`config.mk`:
```
export PLATFORM = sky130hd
export DESIGN_NAME = enc8to3_pend_flat
export DESIGN_NICKNAME = d
export VERILOG_FILES = /design/src/rtl/enc8to3_pend_if.sv /design/src/rtl/enc8to3_pend.sv /design/src/flat_wrapper.sv
export SDC_FILE = /design/constraint.sdc
export NUM_CORES = 1
export LEC_CHECK = 0
export ABC_CLOCK_PERIOD_IN_PS = 1850
export CAP_MARGIN = 20
export CORE_MARGIN = 4
export CORE_UTILIZATION = 39
export CTS_CLUSTER_SIZE = 10
export DETAILED_ROUTE_END_ITERATION = 7
export PLACE_DENSITY = 0.7
export REMOVE_ABC_BUFFERS = 1
export SYNTH_ARGS = -nofsm -noshare
export SYNTH_HDL_FRONTEND = slang
export SYNTH_SLANG_ARGS = --single-unit
```
`constraint.sdc`:
```
create_clock -name clk -period 1.85 [get_ports clk]
set_input_delay 0.2775 -clock clk [delete_from_list [all_inputs] [get_ports clk]]
set_output_delay 0.2775 -clock clk [all_outputs]
set_load 0.005 [all_outputs]
```
`src/rtl/enc8to3_pend_if.sv`:
```
// Request/selection bundle between an event source, the pending encoder and
// the consumer of its binary index stream.
interface enc8to3_pend_if #(
  parameter int N_IN  = 8,
  parameter int W_IDX = 3
);
  logic [N_IN-1:0]  req_in;
  logic [N_IN-1:0]  mask;
  logic             out_ready;
  logic             out_valid;
  logic [W_IDX-1:0] out_idx;
  logic [N_IN-1:0]  out_onehot;
  logic [N_IN-1:0]  pending;
  logic             overflow;

  modport master (
    output req_in, mask, out_ready,
    input  out_valid, out_idx, out_onehot, pending, overflow
  );

  modport slave (
    input  req_in, mask, out_ready,
    output out_valid, out_idx, out_onehot, pending, overflow
  );
endinterface

```
`src/rtl/enc8to3_pend.sv`:
```
// Sticky pending encoder: request lines accumulate in a pending register and
// are streamed out as binary indices, one per accepted valid/ready handshake.
//
// state   | meaning
// IDLE    | nothing presented, out_valid=0, out_onehot=0
// PRESENT | out_idx/out_onehot held stable until out_ready
module enc8to3_pend #(
  parameter int N_IN      = 8,
  parameter int W_IDX     = 3,
  parameter bit PRIO_HIGH = 1'b1
) (
  input logic           clk,
  input logic           rst,
  enc8to3_pend_if.slave bus
);

  typedef enum logic {IDLE, PRESENT} state_t;

  localparam logic [N_IN-1:0] ONE = N_IN'(1);

  state_t           state;
  logic             out_valid_q;
  logic [W_IDX-1:0] out_idx_q;
  logic [N_IN-1:0]  out_onehot_q;
  logic [N_IN-1:0]  pending_q;
  logic             overflow_q;

  logic             accept;
  logic [N_IN-1:0]  clr;
  logic [N_IN-1:0]  elig;
  logic             sel_found;
  logic [W_IDX-1:0] sel_idx;

  assign accept = out_valid_q & bus.out_ready;
  assign clr    = accept ? out_onehot_q : '0;
  // Excluding clr covers both cases: in IDLE out_onehot is zero anyway.
  assign elig   = pending_q & ~bus.mask & ~clr;

  always_comb begin
    sel_found = 1'b0;
    sel_idx   = '0;
    if (PRIO_HIGH) begin
      for (int i = 0; i < N_IN; i++) begin
        if (elig[i]) begin
          sel_found = 1'b1;
          sel_idx   = W_IDX'(i);
        end
      end
    end else begin
      for (int i = N_IN - 1; i >= 0; i--) begin
        if (elig[i]) begin
          sel_found = 1'b1;
          sel_idx   = W_IDX'(i);
        end
      end
    end
  end

  always_ff @(posedge clk) begin
    if (rst) begin
      state        <= IDLE;
      out_valid_q  <= 1'b0;
      out_idx_q    <= '0;
      out_onehot_q <= '0;
      pending_q    <= '0;
      overflow_q   <= 1'b0;
    end else begin
      pending_q  <= (pending_q & ~clr) | bus.req_in;
      overflow_q <= |(bus.req_in & pending_q & ~clr);
      case (state)
        IDLE: begin
          if (sel_found) begin
            state        <= PRESENT;
            out_valid_q  <= 1'b1;
            out_idx_q    <= sel_idx;
            out_onehot_q <= ONE << sel_idx;
          end
        end
        PRESENT: begin
          if (bus.out_ready) begin
            if (sel_found) begin
              out_idx_q    <= sel_idx;
              out_onehot_q <= ONE << sel_idx;
            end else begin
              // out_idx keeps the last accepted value.
              state        <= IDLE;
              out_valid_q  <= 1'b0;
              out_onehot_q <= '0;
            end
          end
        end
        default: begin
          state        <= IDLE;
          out_valid_q  <= 1'b0;
          out_onehot_q <= '0;
        end
      endcase
    end
  end

  assign bus.out_valid  = out_valid_q;
  assign bus.out_idx    = out_idx_q;
  assign bus.out_onehot = out_onehot_q;
  assign bus.pending    = pending_q;
  assign bus.overflow   = overflow_q;

endmodule

```
`src/flat_wrapper.sv`:
```
// flat-port wrapper written by rule: the top's interface ports become plain ports
module enc8to3_pend_flat 
#(
  parameter int N_IN      = 8,
  parameter int W_IDX     = 3,
  parameter bit PRIO_HIGH = 1'b1
)
  (clk, rst, bus_req_in, bus_mask, bus_out_ready, bus_out_valid, bus_out_idx, bus_out_onehot, bus_pending, bus_overflow);
  enc8to3_pend_if #(.N_IN(N_IN), .W_IDX(W_IDX)) bus_i ();
  input logic clk;
  input logic rst;
  input wire logic [$bits(bus_i.req_in)-1:0] bus_req_in;
  input wire logic [$bits(bus_i.mask)-1:0] bus_mask;
  input wire logic [$bits(bus_i.out_ready)-1:0] bus_out_ready;
  output wire logic [$bits(bus_i.out_valid)-1:0] bus_out_valid;
  output wire logic [$bits(bus_i.out_idx)-1:0] bus_out_idx;
  output wire logic [$bits(bus_i.out_onehot)-1:0] bus_out_onehot;
  output wire logic [$bits(bus_i.pending)-1:0] bus_pending;
  output wire logic [$bits(bus_i.overflow)-1:0] bus_overflow;
  assign bus_i.req_in = bus_req_in;
  assign bus_i.mask = bus_mask;
  assign bus_i.out_ready = bus_out_ready;
  assign bus_out_valid = bus_i.out_valid;
  assign bus_out_idx = bus_i.out_idx;
  assign bus_out_onehot = bus_i.out_onehot;
  assign bus_pending = bus_i.pending;
  assign bus_overflow = bus_i.overflow;
  enc8to3_pend #(.N_IN(N_IN), .W_IDX(W_IDX), .PRIO_HIGH(PRIO_HIGH)) u_core (.clk(clk), .rst(rst), .bus(bus_i));
endmodule
```
==> results of run 1 <==
==> sequential cells by signal, indices dropped and copies added (netlist names) <==
register and count:
u_core.bus.out_idx 3, u_core.bus.out_onehot 8, u_core.bus.out_valid 1, u_core.bus.overflow 1
u_core.bus.pending 8, u_core.state 1
==> worst max path at each step <==
| stage | startpoint | to | depth (start not counted) |
|---|---|---|---|
| after global placement | bus_out_ready | u_core.bus.out_onehot[3]$_SDFFE_PP0P_ | 8 |
| after global routing | u_core.bus.out_valid$_SDFFE_PP0P_ | u_core.bus.out_onehot[3]$_SDFFE_PP0P_ | 7 |
| after CTS | u_core.bus.out_valid$_SDFFE_PP0P_ | u_core.bus.out_idx[1]$_SDFFE_PP0P_ | 6 |
| after floorplan | u_core.bus.out_valid$_SDFFE_PP0P_ | u_core.bus.out_onehot[3]$_SDFFE_PP0P_ | 6 |
| final | u_core.bus.out_valid$_SDFFE_PP0P_ | u_core.bus.out_valid$_SDFFE_PP0P_ | 9 |
| after detailed placement | bus_out_ready | u_core.bus.out_idx[1]$_SDFFE_PP0P_ | 7 |
==> metrics by stage <==
step	setup slack (ps)	total power, W	instance area (µm²)
detailed placement	-479	0.000901	1730
floorplan	44.1	0.000688	1080
CTS	69.4	0.00117	1770
finish	115	0.00117	1780
global placement	-343	0.000895	1730
global route	6.70	0.00123	1780
==> power groups by stage <==
stage	sequential, W	clock [W]	combinational (W)
2_1_floorplan	0.000557	0	0.000131
3_3_place_gp	0.000550	0	0.000345
3_5_place_dp	0.000552	0	0.000349
4_1_cts	0.000541	0.000275	0.000351
5_1_grt	0.000547	0.000293	0.000388
6_report	0.000541	0.000270	0.000357
==> layout make-up <==
cell class	count	area [µm²]	area share
well taps	31	38.8	0.0218
clock buffers	4	36.3	0.0204
repair buffers	70	622	0.349
multi-input cells	98	634	0.356
flip-flops and latches	22	440	0.247
inverters	3	11.3	0.00632
==> cell usage after synthesis, types with 3 or more instances <==
library cell | number | area share
a21oi_1 | 11 | 0.050
nor2b_1 | 4 | 0.023
a22oi_1 | 3 | 0.020
nand3_2 | 3 | 0.027
nand2b_1 | 6 | 0.034
nand4_1 | 3 | 0.017
nor2_1 | 22 | 0.075
dfxtp_1 | 22 | 0.40
nand2_1 | 7 | 0.024
inv_1 | 3 | 0.010
nand3_1 | 13 | 0.059
and3_1 | 3 | 0.017
==> layer usage <==
metal	GRT usage	wire length [µm]
met3	0.0231	165
met1	0.225	1450
met2	0.296	1580
met5	0	0
met4	0.102	58
==> kinds of logic (layout without fill, tap and decap cells) <==
| logic type | after synthesis | count (layout) | share of synthesized area |
|---|---|---|---|
| flops | 22 | 22 | 0.398 |
| buf+inv | 7 | 77 | 0.0339 |
| compound gates | 30 | 30 | 0.231 |
| mux | 1 | 1 | 0.00905 |
| simple gates | 67 | 67 | 0.328 |
==> cell usage in the layout (no fill, tap or decap), types with 2 or more instances in the layout <==
cell type,instances
nand3_2,3
nand4_1,3
nor3_1,2
nand2_1,7
and3_1,3
clkdlybuf4s50_1,38
a22oi_1,3
nand3_1,13
dfxtp_1,22
inv_1,3
nor2b_1,4
nand2b_1,6
a21oi_1,11
o2bb2ai_1,2
clkbuf_4,3
buf_4,31
nor2_1,22
==> worst max-delay path, stage by stage (launching register included) <==
cell and delay [ps]:
dfxtp_1 350, buf_4 140, and3_1 200, o2bb2ai_2 70, buf_4 160, nor4b_4 360, buf_4 170, nor2_1 30
nor2_1 80, a311oi_1 50
==> repair_timing <==
item / 4_1_cts / 5_1_grt
pin swaps: 1 / 0
buffers inserted: 0 / 1
gates resized for setup: 1 / 1
hold endpoints to repair: 0 / 0
setup endpoints to repair: 11 / 2
==> out/metrics.csv, run 1 <==
stage,metric,value,unit
status,status,"finished, final reports clean",
yosys,yosysSeqAreaShare,0.398,
clocking,cts.clk_slew.worst_paths,120,ps
critical_path,worst_setup_path_start_kind,register,
detailed_routing,wl_per_cell,14.3,µm
power_and_ir_drop,pwr-share-comb,0.305,
power_and_ir_drop,p_int,0.000839,W
yosys,syn_area,1110,µm²
floorplan,ios,40,
clocking,cts_buffer_depth,2,
sta,setup_tns,0,ps
yosys,syn_avg_cell_area,8.71,µm²
sta,hold_violations,0,
sta,fin_skew,2.71,ps
critical_path,cp.required,2040,ps
detailed_routing,drtIter0Drc,40,
cells_and_area,syn_to_final_growth,61.2,%
cells_and_area,fin_nets,217,
worst_hold_path,hold_end,u_core.bus.out_onehot[2]$_SDFFE_PP0P_,
critical_path,crit_type,reg -> reg,
clocking,htree_levels,1,
yosys,synth_ff_type,dfxtp_1,
clocking,worstSkewPairLatency,310,ps
detailed_routing,drc,0,
cells_and_area,fillCellCount,234,
yosys,yosysWarnings,0,
worst_hold_path,hold_path_class,reg -> reg,
placed_design,dp_cells,223,
detailed_routing,firstDrtPassIters,4,
cells_and_area,drive_gt1_frac,0.234,
global_route,grt_usage,0.180,
sta,max_freq,576,MHz
sta,layout_min_cycle_time,1730,ps
detailed_routing,vias,1187,
global_route,antenna_found_initial,0,
critical_path,r2r_end,u_core.bus.out_valid$_SDFFE_PP0P_,
sta,finalSetupViolations,0,
floorplan,initial_core_util,0.405,
yosys,yosys.cell_types.count,36,
clocking,cts_buffers,3,
global_route,grt_pass1_vias,1155,
worst_hold_path,hold_depth,1,
worst_hold_path,hold_start,u_core.bus.out_onehot[2]$_SDFFE_PP0P_,
yosys,synth_edf_count,0,
critical_path,reg2reg_from,u_core.bus.out_valid$_SDFFE_PP0P_,
cells_and_area,post-route-util,0.652,
floorplan,rows,19,
floorplan,dieWidth,61.3,µm
sta,hold_ws,515,ps
power_and_ir_drop,switching_share,0.282,
detailed_routing,wirelength,3250,µm
placed_design,dp_hpwl,2580,µm
detailed_routing,vias_per_cell,5.21,
critical_path,cp_max_fo,5,
power_and_ir_drop,power_per_cell_area,655,nW/µm²
floorplan,die_y,61.3,µm
clocking,cts_hold_buffers,0,
clocking,root_buffer,clkbuf_4,
sta,rsz0062_at_grt,false,
clocking,cts_tree,built,
global_route,grt_overflow,0,
cells_and_area,instances_no_fill,228,
yosys,ys_ff_latch,22,
yosys,async_reset_ff_frac,0,
power_and_ir_drop,peakVddDrop,0.000502,V
placed_design,gp_congestion,0.859,
floorplan,coreArea,2730,µm²
global_route,grt_start_max_net_pins,18,
power_and_ir_drop,power_frac_clock,0.231,
sta,maxSlewViolCount,0,
sta,worstMarginPinSlew,299,ps
power_and_ir_drop,power_frac_seq,0.463,
sta,fin_crit_sh,0.938,
floorplan,die-area,3750,µm²
job,max_cap_violations,0,
cells_and_area,diodes,0,
clocking,clock-sinks,22,
critical_path,worst_ep_arrival_time,1930,ps
placed_design,port_buffers,39,
detailed_routing,postRouteAntennaNets,0,
critical_path,r2r_cells,9,
power_and_ir_drop,p_leak,0.737,nW
sta,slew_headroom,0.798,
global_route,grt_pass1_wl,5030,µm
critical_path,r2r_slack,120,ps
yosys,synthCells,127,
critical_path,cp-end-kind,register,
power_and_ir_drop,p_sw,0.000329,W
(Power assumes the default switching activity.)
==> run 2: changes to the inputs <==
CORE_MARGIN = 2   (was 4)
==> run 2 against run 1 <==
Net effect:
- sequential share of layout area down 0.22 points
- critical path type unchanged
- first-iteration DRC count up 53%
- via count up 2.5%
- final area up 1.2%
- global-route usage up 1.5 points
- critical path depth unchanged
- core utilization up 0.78 points
- largest cell class unchanged
==> out/metrics.csv, run 2 (synthesis gave the netlist of run 1 again) <==
stage,metric,value,unit,change
sta,worstMarginPinSlew,285,ps,-14.7 ps
placed_design,dp_hpwl,2470,µm,-4.3%
critical_path,crit_start,u_core.bus.out_valid$_SDFFE_PP0P_,,
cells_and_area,layout_commonest_cell,clkdlybuf4s50_1,,
sta,maxSlewViolCount,0,,unchanged
critical_path,reg2reg_from,u_core.bus.out_valid$_SDFFE_PP0P_,,
status,status,"finished, final reports clean",,
sta,hold_violations,0,,unchanged
clocking,cts.clk_slew.worst_paths,140,ps,+20 ps
global_route,antenna_found_initial,0,,unchanged
clocking,worstSkewPairLatency,320,ps,about the same
detailed_routing,vias_per_cell,5.31,,+2.1%
critical_path,r2r_slack,90,ps,-30 ps
floorplan,initial_core_util,0.405,,unchanged
critical_path,worst_ep_arrival_time,1960,ps,+30 ps
detailed_routing,vias,1217,,+2.5%
detailed_routing,drc,0,,unchanged
critical_path,r2r_end,u_core.bus.out_valid$_SDFFE_PP0P_,,
critical_path,crit_buf_inv,3,,unchanged
cells_and_area,fin_nets,218,,+0.46%
power_and_ir_drop,peakVddDrop,0.000505,V,+0.61%
floorplan,ios,40,,unchanged
clocking,clock-sinks,22,,unchanged
clocking,htree_levels,1,,unchanged
sta,rsz0062_at_grt,false,,
floorplan,die_y,57.3,µm,-6.5%
power_and_ir_drop,fin_total_pwr,0.00119,W,+2.0%
clocking,root_buffer,clkbuf_4,,
critical_path,crit_path_frequent_cell,buf_4,,
critical_path,r2r_cells,9,,unchanged
critical_path,crit_type,reg -> reg,,
cells_and_area,final_cell_mix,"clkdlybuf4s50_1 (38), buf_4 (32), nor2_1 (22)",,
detailed_routing,wl_per_cell,14.5,µm,+1.6%
sta,layout_min_cycle_time,1760,ps,+28.0 ps
critical_path,path_cells,buf_4 > and3_4 > o22ai_1 > buf_4 > nor4b_4 > buf_4 > nor2_1 > nor2_1 > a311oi_2,,
sta,max_freq,567,MHz,-1.6%
sta,slew_headroom,0.810,,+0.0112
power_and_ir_drop,power_per_cell_area,660,nW/µm²,+0.82%
critical_path,cp-end-kind,register,,
floorplan,coreArea,2730,µm²,unchanged
power_and_ir_drop,p_leak,0.741,nW,+0.60%
clocking,cts_buffers,3,,unchanged
global_route,grt_usage,0.195,,+0.0147
critical_path,cp.required,2050,ps,about the same
critical_path,cpPeakStageDelay,360,ps,about the same
sta,finalSetupViolations,0,,unchanged
floorplan,rows,19,,unchanged
global_route,grt_start_max_net_pins,18,,unchanged
global_route,grt_overflow,0,,unchanged
cells_and_area,diodes,0,,unchanged
clocking,cts_hold_buffers,0,,unchanged
global_route,grt_pass1_wl,5010,µm,-0.42%
cells_and_area,syn_to_final_growth,63.1,%,
critical_path,slowest_stage,dfxtp_2,,
sta,fin_skew,14.6,ps,+11.9 ps
placed_design,port_buffers,39,,unchanged
placed_design,gp_congestion,0.896,,+4.4%
global_route,grt_pass1_vias,1141,,-1.2%
placed_design,dp_cells,223,,unchanged
critical_path,worst_setup_path_start_kind,register,,
placed_design,placed_area,1730,µm²,unchanged
clocking,cts_tree,built,,
critical_path,cp_max_fo,8,,+3
floorplan,die-area,3280,µm²,-13%
sta,fin_crit_sh,0.953,,+0.0151
critical_path,critPathCapture,u_core.bus.out_valid$_SDFFE_PP0P_,,
cells_and_area,final_area,1800,µm²,+1.2%
cells_and_area,instances_no_fill,229,,+0.44%
floorplan,dieWidth,57.3,µm,-6.5%
detailed_routing,drtIter0Drc,61,,+53%
sta,setup_tns,0,ps,unchanged
detailed_routing,postRouteAntennaNets,0,,unchanged
worst_hold_path,hold_path_class,reg -> reg,,
job,max_cap_violations,0,,unchanged
detailed_routing,wirelength,3320,µm,+2.0%
clocking,cts_buffer_depth,2,,unchanged
critical_path,path_depth,9,,unchanged
detailed_routing,firstDrtPassIters,4,,unchanged
cells_and_area,drive_gt1_frac,0.258,,+0.0241
worst_hold_path,hold_start,u_core.bus.out_idx[0]$_SDFFE_PP0P_,,
critical_path,cp_top_family,simple AND/OR/NAND/NOR gates,,
## run 2: worst min path at each step
stage	to	slack, ps	depth (start not counted)
after floorplan	u_core.bus.out_onehot[0]$_SDFFE_PP0P_	350	1
after global placement	u_core.bus.out_idx[2]$_SDFFE_PP0P_	480	2
after detailed placement	u_core.bus.out_idx[0]$_SDFFE_PP0P_	490	2
after CTS	u_core.bus.out_idx[0]$_SDFFE_PP0P_	520	2
after global routing	u_core.bus.out_onehot[4]$_SDFFE_PP0P_	540	1
final	u_core.bus.out_idx[0]$_SDFFE_PP0P_	520	2
## run 2: through the flow
step	hold slack (ps)	worst slack, ps	util
4_1_cts	520	94.0	0.653
3_3_place_gp	481	-344	0.634
5_1_grt	543	5.76	0.660
2_1_floorplan	347	44.1	-
3_5_place_dp	490	-454	0.634
6_report	520	87.3	0.660
## run 2: repair_timing
action,4_1_cts,5_1_grt
buffers inserted,1,1
resized for setup,3,3
pin swaps,1,1
endpoints found under the setup margin,8,3
## run 2: area by class of cell
class	instances	area [µm²]
clock buffer	4	36.3
fill	218	930
inverter	3	11.3
multi-input combinational	98	647
sequential	22	442
tap	31	38.8
timing repair buffer	71	629
## run 2: per-layer routing
metal  wire length (µm)  share of wire  up-vias  global-route usage
met4                 30         0.0090        0              0.0698
met5                  0              0        -                   0
li1                   -              -      606                   -
met2               1600           0.48       36               0.317
met1               1530           0.46      571               0.263
met3                161          0.049        4              0.0295
## run 2: tightest hold or removal path, stage by stage, from the launching register on
cell,delay [ps]
dfxtp_1,350
mux2i_1,60
nor2_1,80
## run 2: report_power, final
| group | internal, W | switching [W] | total (W) |
|---|---|---|---|
| logic | 0.000214 | 0.000155 | 0.000368 |
| clock network | 0.000120 | 0.000159 | 0.000279 |
| registers | 0.000511 | 0.0000330 | 0.000544 |
